## src/rtl/load_store_unit.sv

```systemverilog
// Load/store unit: RISC-V width loads and stores against a single-port
// word memory with big-endian byte lanes. Sub-word stores are done as
// read-modify-write. Every output is a flop.
module load_store_unit (
  input  logic        clock,
  input  logic        reset_n,
  input  logic        req_valid,
  output logic        req_ready,
  input  logic        req_write,
  input  logic [2:0]  req_funct3,
  input  logic [31:0] req_addr,
  input  logic [31:0] req_wdata,
  output logic        resp_valid,
  input  logic        resp_ready,
  output logic [31:0] resp_rdata,
  output logic        resp_error,
  output logic [31:0] mem_addr,
  output logic        mem_write_enable,
  output logic [31:0] mem_write_data,
  input  logic [31:0] mem_read_data
);

  localparam int unsigned XLEN   = 32;
  localparam int unsigned F3W    = 3;
  localparam int unsigned OFFW   = 2;
  localparam int unsigned HALFW  = 16;

  localparam logic [F3W-1:0] F3_B  = 3'b000;
  localparam logic [F3W-1:0] F3_H  = 3'b001;
  localparam logic [F3W-1:0] F3_W  = 3'b010;
  localparam logic [F3W-1:0] F3_BU = 3'b100;
  localparam logic [F3W-1:0] F3_HU = 3'b101;

  typedef enum logic [1:0] {
    IDLE  = 2'd0,
    READ  = 2'd1,
    WRITE = 2'd2,
    RESP  = 2'd3
  } state_e;

  state_e state_q, state_d;

  logic            req_ready_q,  req_ready_d;
  logic            resp_valid_q, resp_valid_d;
  logic [XLEN-1:0] resp_rdata_q, resp_rdata_d;
  logic            resp_error_q, resp_error_d;
  logic [XLEN-1:0] mem_addr_q,   mem_addr_d;
  logic            mem_we_q,     mem_we_d;
  logic [XLEN-1:0] mem_wdata_q,  mem_wdata_d;

  // Latched request fields; the core may change req_* after accept.
  logic [F3W-1:0]   funct3_q, funct3_d;
  logic [OFFW-1:0]  off_q,    off_d;
  logic             write_q,  write_d;
  logic [HALFW-1:0] wdata_q,  wdata_d;

  logic accept_c;
  logic illegal_c;

  // Misaligned or unsupported width/direction combinations.
  function automatic logic req_illegal(input logic            write,
                                       input logic [F3W-1:0]  f3,
                                       input logic [OFFW-1:0] off);
    logic bad;
    bad = 1'b1;
    case (f3)
      F3_B:    bad = 1'b0;
      F3_H:    bad = off[0];
      F3_W:    bad = (off != 2'b00);
      F3_BU:   bad = write;
      F3_HU:   bad = write | off[0];
      default: bad = 1'b1;
    endcase
    return bad;
  endfunction

  // Extract and extend a load result; lane o sits at bits [31-8o -: 8].
  function automatic logic [XLEN-1:0] load_value(input logic [XLEN-1:0] word,
                                                 input logic [F3W-1:0]  f3,
                                                 input logic [OFFW-1:0] off);
    logic [XLEN-1:0]  b_sh;
    logic [XLEN-1:0]  h_sh;
    logic [7:0]       b;
    logic [HALFW-1:0] h;
    logic [XLEN-1:0]  res;
    b_sh = word >> {~off, 3'b000};
    h_sh = word >> {~off[1], 4'b0000};
    b    = b_sh[7:0];
    h    = h_sh[HALFW-1:0];
    case (f3)
      F3_B:    res = {{24{b[7]}}, b};
      F3_BU:   res = {24'h000000, b};
      F3_H:    res = {{16{h[15]}}, h};
      F3_HU:   res = {16'h0000, h};
      default: res = word;
    endcase
    return res;
  endfunction

  // Replace only the addressed lanes of the word read from memory.
  function automatic logic [XLEN-1:0] merge_store(input logic [XLEN-1:0]  word,
                                                  input logic             is_half,
                                                  input logic [OFFW-1:0]  off,
                                                  input logic [HALFW-1:0] wd);
    logic [XLEN-1:0] mask;
    logic [XLEN-1:0] ins;
    if (is_half) begin
      mask = 32'h0000_FFFF << {~off[1], 4'b0000};
      ins  = {16'h0000, wd} << {~off[1], 4'b0000};
    end else begin
      mask = 32'h0000_00FF << {~off, 3'b000};
      ins  = {24'h000000, wd[7:0]} << {~off, 3'b000};
    end
    return (word & ~mask) | ins;
  endfunction

  assign accept_c  = req_valid & req_ready_q;
  assign illegal_c = req_illegal(req_write, req_funct3, req_addr[OFFW-1:0]);

  // Next-state and registered-output computation.
  always_comb begin
    state_d      = state_q;
    resp_valid_d = resp_valid_q;
    resp_rdata_d = resp_rdata_q;
    resp_error_d = resp_error_q;
    mem_addr_d   = mem_addr_q;
    mem_we_d     = 1'b0;
    mem_wdata_d  = mem_wdata_q;
    funct3_d     = funct3_q;
    off_d        = off_q;
    write_d      = write_q;
    wdata_d      = wdata_q;

    unique case (state_q)
      IDLE: begin
        if (accept_c) begin
          funct3_d = req_funct3;
          off_d    = req_addr[OFFW-1:0];
          write_d  = req_write;
          wdata_d  = req_wdata[HALFW-1:0];
          if (illegal_c) begin
            state_d      = RESP;
            resp_valid_d = 1'b1;
            resp_error_d = 1'b1;
            resp_rdata_d = '0;
          end else begin
            mem_addr_d = {req_addr[XLEN-1:OFFW], 2'b00};
            if (req_write && (req_funct3 == F3_W)) begin
              state_d     = WRITE;
              mem_we_d    = 1'b1;
              mem_wdata_d = req_wdata;
            end else begin
              state_d = READ;
            end
          end
        end
      end
      READ: begin
        if (write_q) begin
          state_d     = WRITE;
          mem_we_d    = 1'b1;
          mem_wdata_d = merge_store(mem_read_data, funct3_q[0], off_q, wdata_q);
        end else begin
          state_d      = RESP;
          resp_valid_d = 1'b1;
          resp_error_d = 1'b0;
          resp_rdata_d = load_value(mem_read_data, funct3_q, off_q);
        end
      end
      WRITE: begin
        state_d      = RESP;
        resp_valid_d = 1'b1;
        resp_error_d = 1'b0;
        resp_rdata_d = '0;
      end
      RESP: begin
        if (resp_ready) begin
          state_d      = IDLE;
          resp_valid_d = 1'b0;
        end
      end
      default: state_d = IDLE;
    endcase

    req_ready_d = (state_d == IDLE);
  end

  // State and output registers.
  always_ff @(posedge clock or negedge reset_n) begin
    if (!reset_n) begin
      state_q      <= IDLE;
      req_ready_q  <= 1'b1;
      resp_valid_q <= 1'b0;
      resp_rdata_q <= '0;
      resp_error_q <= 1'b0;
      mem_addr_q   <= '0;
      mem_we_q     <= 1'b0;
      mem_wdata_q  <= '0;
      funct3_q     <= '0;
      off_q        <= '0;
      write_q      <= 1'b0;
      wdata_q      <= '0;
    end else begin
      state_q      <= state_d;
      req_ready_q  <= req_ready_d;
      resp_valid_q <= resp_valid_d;
      resp_rdata_q <= resp_rdata_d;
      resp_error_q <= resp_error_d;
      mem_addr_q   <= mem_addr_d;
      mem_we_q     <= mem_we_d;
      mem_wdata_q  <= mem_wdata_d;
      funct3_q     <= funct3_d;
      off_q        <= off_d;
      write_q      <= write_d;
      wdata_q      <= wdata_d;
    end
  end

  assign req_ready        = req_ready_q;
  assign resp_valid       = resp_valid_q;
  assign resp_rdata       = resp_rdata_q;
  assign resp_error       = resp_error_q;
  assign mem_addr         = mem_addr_q;
  assign mem_write_enable = mem_we_q;
  assign mem_write_data   = mem_wdata_q;

endmodule
```

## config.mk

```make
export PLATFORM = sky130hd
export DESIGN_NAME = load_store_unit
export DESIGN_NICKNAME = d
export VERILOG_FILES = /design/src/rtl/load_store_unit.sv
export SDC_FILE = /design/constraint.sdc
export NUM_CORES = 1
export LEC_CHECK = 0
export ABC_AREA = 1
export BUFFER_PORTS_ARGS = -buffer_cell sky130_fd_sc_hd__buf_4
export CAP_MARGIN = 15
export CELL_PAD_IN_SITES_DETAIL_PLACEMENT = 0
export CELL_PAD_IN_SITES_GLOBAL_PLACEMENT = 1
export CORE_ASPECT_RATIO = 0.9
export CORE_MARGIN = 8
export CORE_UTILIZATION = 33
export DETAILED_ROUTE_END_ITERATION = 7
export GPL_TIMING_DRIVEN = 0
export PLACE_DENSITY_LB_ADDON = 0.1
export RECOVER_POWER = 100
export SLEW_MARGIN = 20
export SYNTH_ARGS = -nofsm -noshare
export SYNTH_HDL_FRONTEND = slang
export SYNTH_SLANG_ARGS = --single-unit
```

## constraint.sdc

```tcl
create_clock -name clock -period 1.63 [get_ports clock]
set_input_delay 0.326 -clock clock [delete_from_list [all_inputs] [get_ports clock]]
set_output_delay 0.326 -clock clock [all_outputs]
set_load 0.1 [all_outputs]
```

Word-level counts from Yosys, hierarchy flattened
Cells that the tools add are included.
- add/sub/neg operators: 0
- multipliers: 0
- div/mod/pow operators: 0
- magnitude comparators: 0
- equal/unequal tests: 17
- shift operators: 6
- multiplexer cells: 35
- bitwise logic cells: 8
- reductions and logical operators: 13
- operators by type and width (kind ; count):
    32-bit 2-to-1 mux ; 13
    32-bit case mux with 4 select lines ; 1
    32-bit case mux with 3 select lines ; 1
    32-bit case mux with 2 select lines ; 1
    32-bit bitwise AND ; 1
    32-bit inverter ; 1
    32-bit bitwise OR ; 1
    16-bit by 5-bit << shifter with 32-bit output ; 1
    16-bit by 5-bit << shifter with 32-bit output (first input constant) ; 1
    8-bit by 5-bit << shifter with 32-bit output ; 1
    8-bit by 5-bit << shifter with 32-bit output (first input constant) ; 1
    32-bit by 5-bit >> shifter with 16-bit output ; 1
    32-bit by 5-bit >> shifter with 8-bit output ; 1
    2-bit != test (second input constant) ; 7
    3-bit == test (second input constant) ; 4
    1-bit 2-to-1 mux ; 10
    2-bit 2-to-1 mux ; 4
    2-bit case mux with 4 select lines ; 1
    4-bit AND reduction ; 2
    3-bit by 1-bit == test with 1-bit output (second input constant) ; 2
    3-bit logical NOT ; 2
    1-bit case mux with 5 select lines ; 1
    5-bit AND reduction ; 1
    2-bit == test (second input constant) ; 2
    15 further kinds ; 18
- bits in registers: 122
- latch bits: 0
- bits in writable memories: 0
- memory bits (read-only): 0
- output and inout port bits: 100
- word-level logic and storage cells: 91
- memories: 0

Logic depth before layout (Yosys ltp)
- depth after elaboration: 10
- mapped depth: 11
- depth with buffers taken out: 9

Worst setup path before layout
Ideal clock, no wire load.
- kind: register to register
- start: register req_ready_q, in the netlist req_ready
- end: register mem_addr_q[12], in the netlist mem_addr[12]
- data arrival time: 1742 ps
- setup slack: -242 ps
- stages on the path, launching flop included: 7
- path buffers: 1
- cells stage by stage: dfstp_2 nand2_1 nor2_4 nand3_2 clkbuf_1 nand2_1 o21ai_0
- word-level cells in the longest chain between the ends: 2
- RTL lines (what ; RTL line ; RTL):
    start, declared ; 43 ; logic req_ready_q, req_ready_d;
    start signal, assigned ; 205 ; req_ready_q <= req_ready_d;
    1-bit bitwise AND ; 117 ; assign accept_c = req_valid & req_ready_q;
    3-bit AND reduction (no source line) ; -- ;
    end signal, assigned ; 209 ; mem_addr_q <= mem_addr_d;
    end, declared ; 47 ; logic [XLEN-1:0] mem_addr_q, mem_addr_d;
No other way between the ends.
A chain may end at the register's enable or synchronous reset.

Final worst setup path
- start: register state_q[0]
- end: register mem_wdata_q[24], in the netlist mem_write_data[24]
- word-level cells in the longest chain between the ends: 3
- elaborated cells on any way between the ends: 9
- those cells by class: eq/ne: 5; mux: 1; reduce/logical: 3
- RTL lines (what ; RTL line ; RTL):
    start, declared ; 41 ; state_e state_q, state_d;
    start signal, assigned ; 204 ; state_q <= state_d;
    2-bit by 1-bit == test with 1-bit output or 2-bit logical NOT (tied branches) ; 134 ; unique case (state_q)
    2-bit != test (no source line) or 2-bit nonzero test (tied branches) ; -- ;
    5-bit AND reduction (no source line) ; -- ;
    end signal, assigned ; 211 ; mem_wdata_q <= mem_wdata_d;
    end, declared ; 49 ; logic [XLEN-1:0] mem_wdata_q, mem_wdata_d;
Several ways; a longest one is shown, not always the timed one.

==> results by group <==
STA
  • Clk_skew: 0.0161 ns
  • Max Fclk: 0.598 GHz
  • RSZ-0062 raised after global routing: true
  • Setup ws final: -0.0421 ns
  • Hold Fails Final Rpt: 0
  • Worst Tran Pin Value: 0.857 ns
  • Final setup vio count: 61
  • Max Slew Vio Count: 0
  • Relative max-transition margin: 42.9%
  • Final min period: 1.67 ns
  • Fin crit share: 103%

Synth
  • Synthesized area: 6760 sq um
  • Number of synthesized register bits: 122
  • Yosys warns: 0
  • Yosys cell types: 31
  • Cells after synthesis: 975
  • Synthesized area per cell: 6.94 sq um
  • Seq/Total Area, Yosys: 45.2%

Flow run
  • Max_cap viols: 0

Critical path
  • Crit path kind: flip-flop to flip-flop
  • Crit Path Max Fanout: 8
  • Worst EP required: 1.94 ns
  • CP startpoint: state_q[0]$_DFF_PN0_
  • R2r worst-path depth: 10
  • Reg-to-reg startpoint: state_q[0]$_DFF_PN0_
  • Reg2Reg Setup Slack: -0.04 ns
  • CP max stage cell: dfrtp_2
  • Critical Path, Cell by Cell: buf_6, ha_4, nand2_2, o21ai_2, a21oi_4, buf_12, nand2_8, buf_4, nand2_1, nand2_1
  • Arrival time at the worst endpoint: 1.98 ns
  • CP peak stage delay: 0.44 ns
  • Most common cell on crit path: nand2_1
  • CP endpoint kind: flip-flop
  • Reg2reg end: mem_write_data[24]$_DFFE_PN0P_
  • Startpoint types: flip-flop

Min path
  • Hold_sp: req_wdata[12]
  • Hold Crit Endpoint: wdata_q[12]$_DFFE_PN0P_
  • Hold WC Path Type: primary input to flip-flop
  • Min-Delay Path Depth: 3

Die
  • Core area: 20,000 sq um
  • Io pins: 204
  • # rows: 49
  • Die height: 152 microns
  • Die width: 167 microns
  • Full die area: 25,300 sq um
  • Initial Util: 33.7%

Layout
  • Commonest non-fill, non-tap cell in the layout: nand2_1
  • Fill count: 2,062
  • Nets: 1,336
  • Most frequent cells in the layout: 283 x nand2_1, 122 x buf_4, 119 x dfrtp_1
  • Area grow syn2layout: 49.9%
  • Share of cells above drive strength 1: 34.2%
  • N_diodes: 0

Clocking
  • Max Buffers Root-to-Sink: 2
  • Clk Latency, worst-skew pair: 0.43 ns
  • CTS tree: done
  • Number of buffers created by CTS: 17
  • Root buf cell: clkbuf_16
  • Clock Pin Slew Worst Setup and Hold Paths: 0.06 ns
  • Num Clock Sinks: 122
  • Maximum level of the CTS H-tree: 4

Placed design
  • Final GP Congestion: 0.848
  • DP HPWL: 19,500 microns
  • Buffers added on ports: 201
  • Place WS: -0.445 ns

GRT
  • Antenna violations before repair: 0
  • Total grt overflow: 0
  • Largest net degree at the start of global routing: 89
  • Vias in the first global route: 7,063
  • Total GRT Usage: 20.2%
  • First-pass GRT wire length: 40,300 microns

Route
  • M1 WL: 12,000 microns
  • DR vias/cell: 4.84
  • Drt drc: 0
  • Met2 WL: 12,100 microns
  • Vias post-DR: 7,245
  • Highest metal used: met4
  • Number of iterations in the first detailed-routing pass: 6
  • Metal3 WL: 1850 microns
  • Final WL: 26,300 microns
  • ANT nets after route: 0
  • Iter 0 DRT Violations: 436
  • WL per Instance: 17.6 microns

Outcome
  • Outcome: finished with violations
  • Failing checks: setup timing
metal layers:
metal / track usage [%] / vias up
met3: 6.53 / 31
li1: - / 3566
met1: 26.1 / 3412
met4: 6.69 / 0
met2: 31.4 / 236
met5: 0 / -
Yosys cell counts (all sizes together):
library cell  count  area share (%)
dfrtp           121              45
nor2             97             5.6
clkbuf           20             1.1
buf              36             3.1
dfstp             1            0.39
nand3           111             8.5
inv             100             5.5
nand2           345              19
a21oi            30             2.3
nand4             1           0.093
o21bai            1            0.11
a31oi             1           0.093
nand3b            1            0.11
conb              1           0.055
o21ai            93             7.0
ha                4            0.74
or2               5            0.46
nor3              7            0.52
metrics by stage:
step	setup TNS (ns)	area, sq um	hold WS [ns]	util (%)	std cells
3_5_place_dp	-28.68	8650	0.218	43.1	1433
3_3_place_gp	-55.72	8610	0.456	43.0	1432
6_report	-1.35	10100	0.110	50.6	1496
5_1_grt	-10.27	10100	0.114	50.6	1496
4_1_cts	-0.593	9800	0.109	48.9	1485
2_1_floorplan	0	6780	0.0304	-	976
state kept, by name (all words and copies together) (netlist names):
name / cells
mem_write_data: 32
resp_rdata: 32
mem_addr: 30
wdata_q: 16
funct3_q: 3
off_q: 2
state_q: 2
mem_write_enable: 1
req_ready: 1
resp_error: 1
resp_valid: 1
write_q: 1
critical path, delay by kind of cell (launching register included):
family,cells,cell delay [ns]
adders and majority gates,1,0.19
and+or+nand+nor,4,0.26
DFF,1,0.44
buffers and inverters,3,0.45
AOI/OAI and AO/OA,2,0.20
logic make-up after synthesis:
kind of cell               synth area share [%]
other                                    0.0554
AOI/OAI and AO/OA                          9.47
adders and majority gates                 0.740
DFF                                        45.2
buffers and inverters                      9.77
and+or+nand+nor                            34.8
how the worst max path moves through the flow:
| stage | to | slack [ns] | depth (start not counted) |
|---|---|---|---|
| after floorplan | resp_rdata[7]$_DFFE_PN0P_ | 0.002 | 8 |
| after global placement | mem_write_data[27]$_DFFE_PN0P_ | -0.39 | 9 |
| after detailed placement | mem_write_data[6]$_DFFE_PN0P_ | -0.44 | 8 |
| after CTS | req_ready$_DFF_PN1_ | -0.04 | 10 |
| after global routing | mem_addr[24]$_DFFE_PN0P_ | -0.11 | 9 |
| final | mem_write_data[24]$_DFFE_PN0P_ | -0.04 | 10 |
layout make-up:
class	count	area (sq um)	share of cell area, %
Multi-Input combinational cell	700	3400	33.5
Sequential cell	122	3060	30.2
Timing Repair Buffer	231	1810	17.9
Buffer	56	512	5.05
Clock buffer	20	447	4.40
Inverter	100	387	3.81
Tap cell	255	319	3.15
Clock inverter	12	211	2.08
timing repair:
action | CTS | global route
resized for setup | 107 | 133
pin swaps | 6 | 13
gates cloned | 10 | 5
endpoints found under the setup margin | 119 | 121
endpoints found under the hold margin | 34 | 0
buffers inserted | 9 | 6
hold buffers | 1 | 0
Power is not shown: default switching activity piles up to over one toggle a cycle in this logic, so the estimate is an artifact.
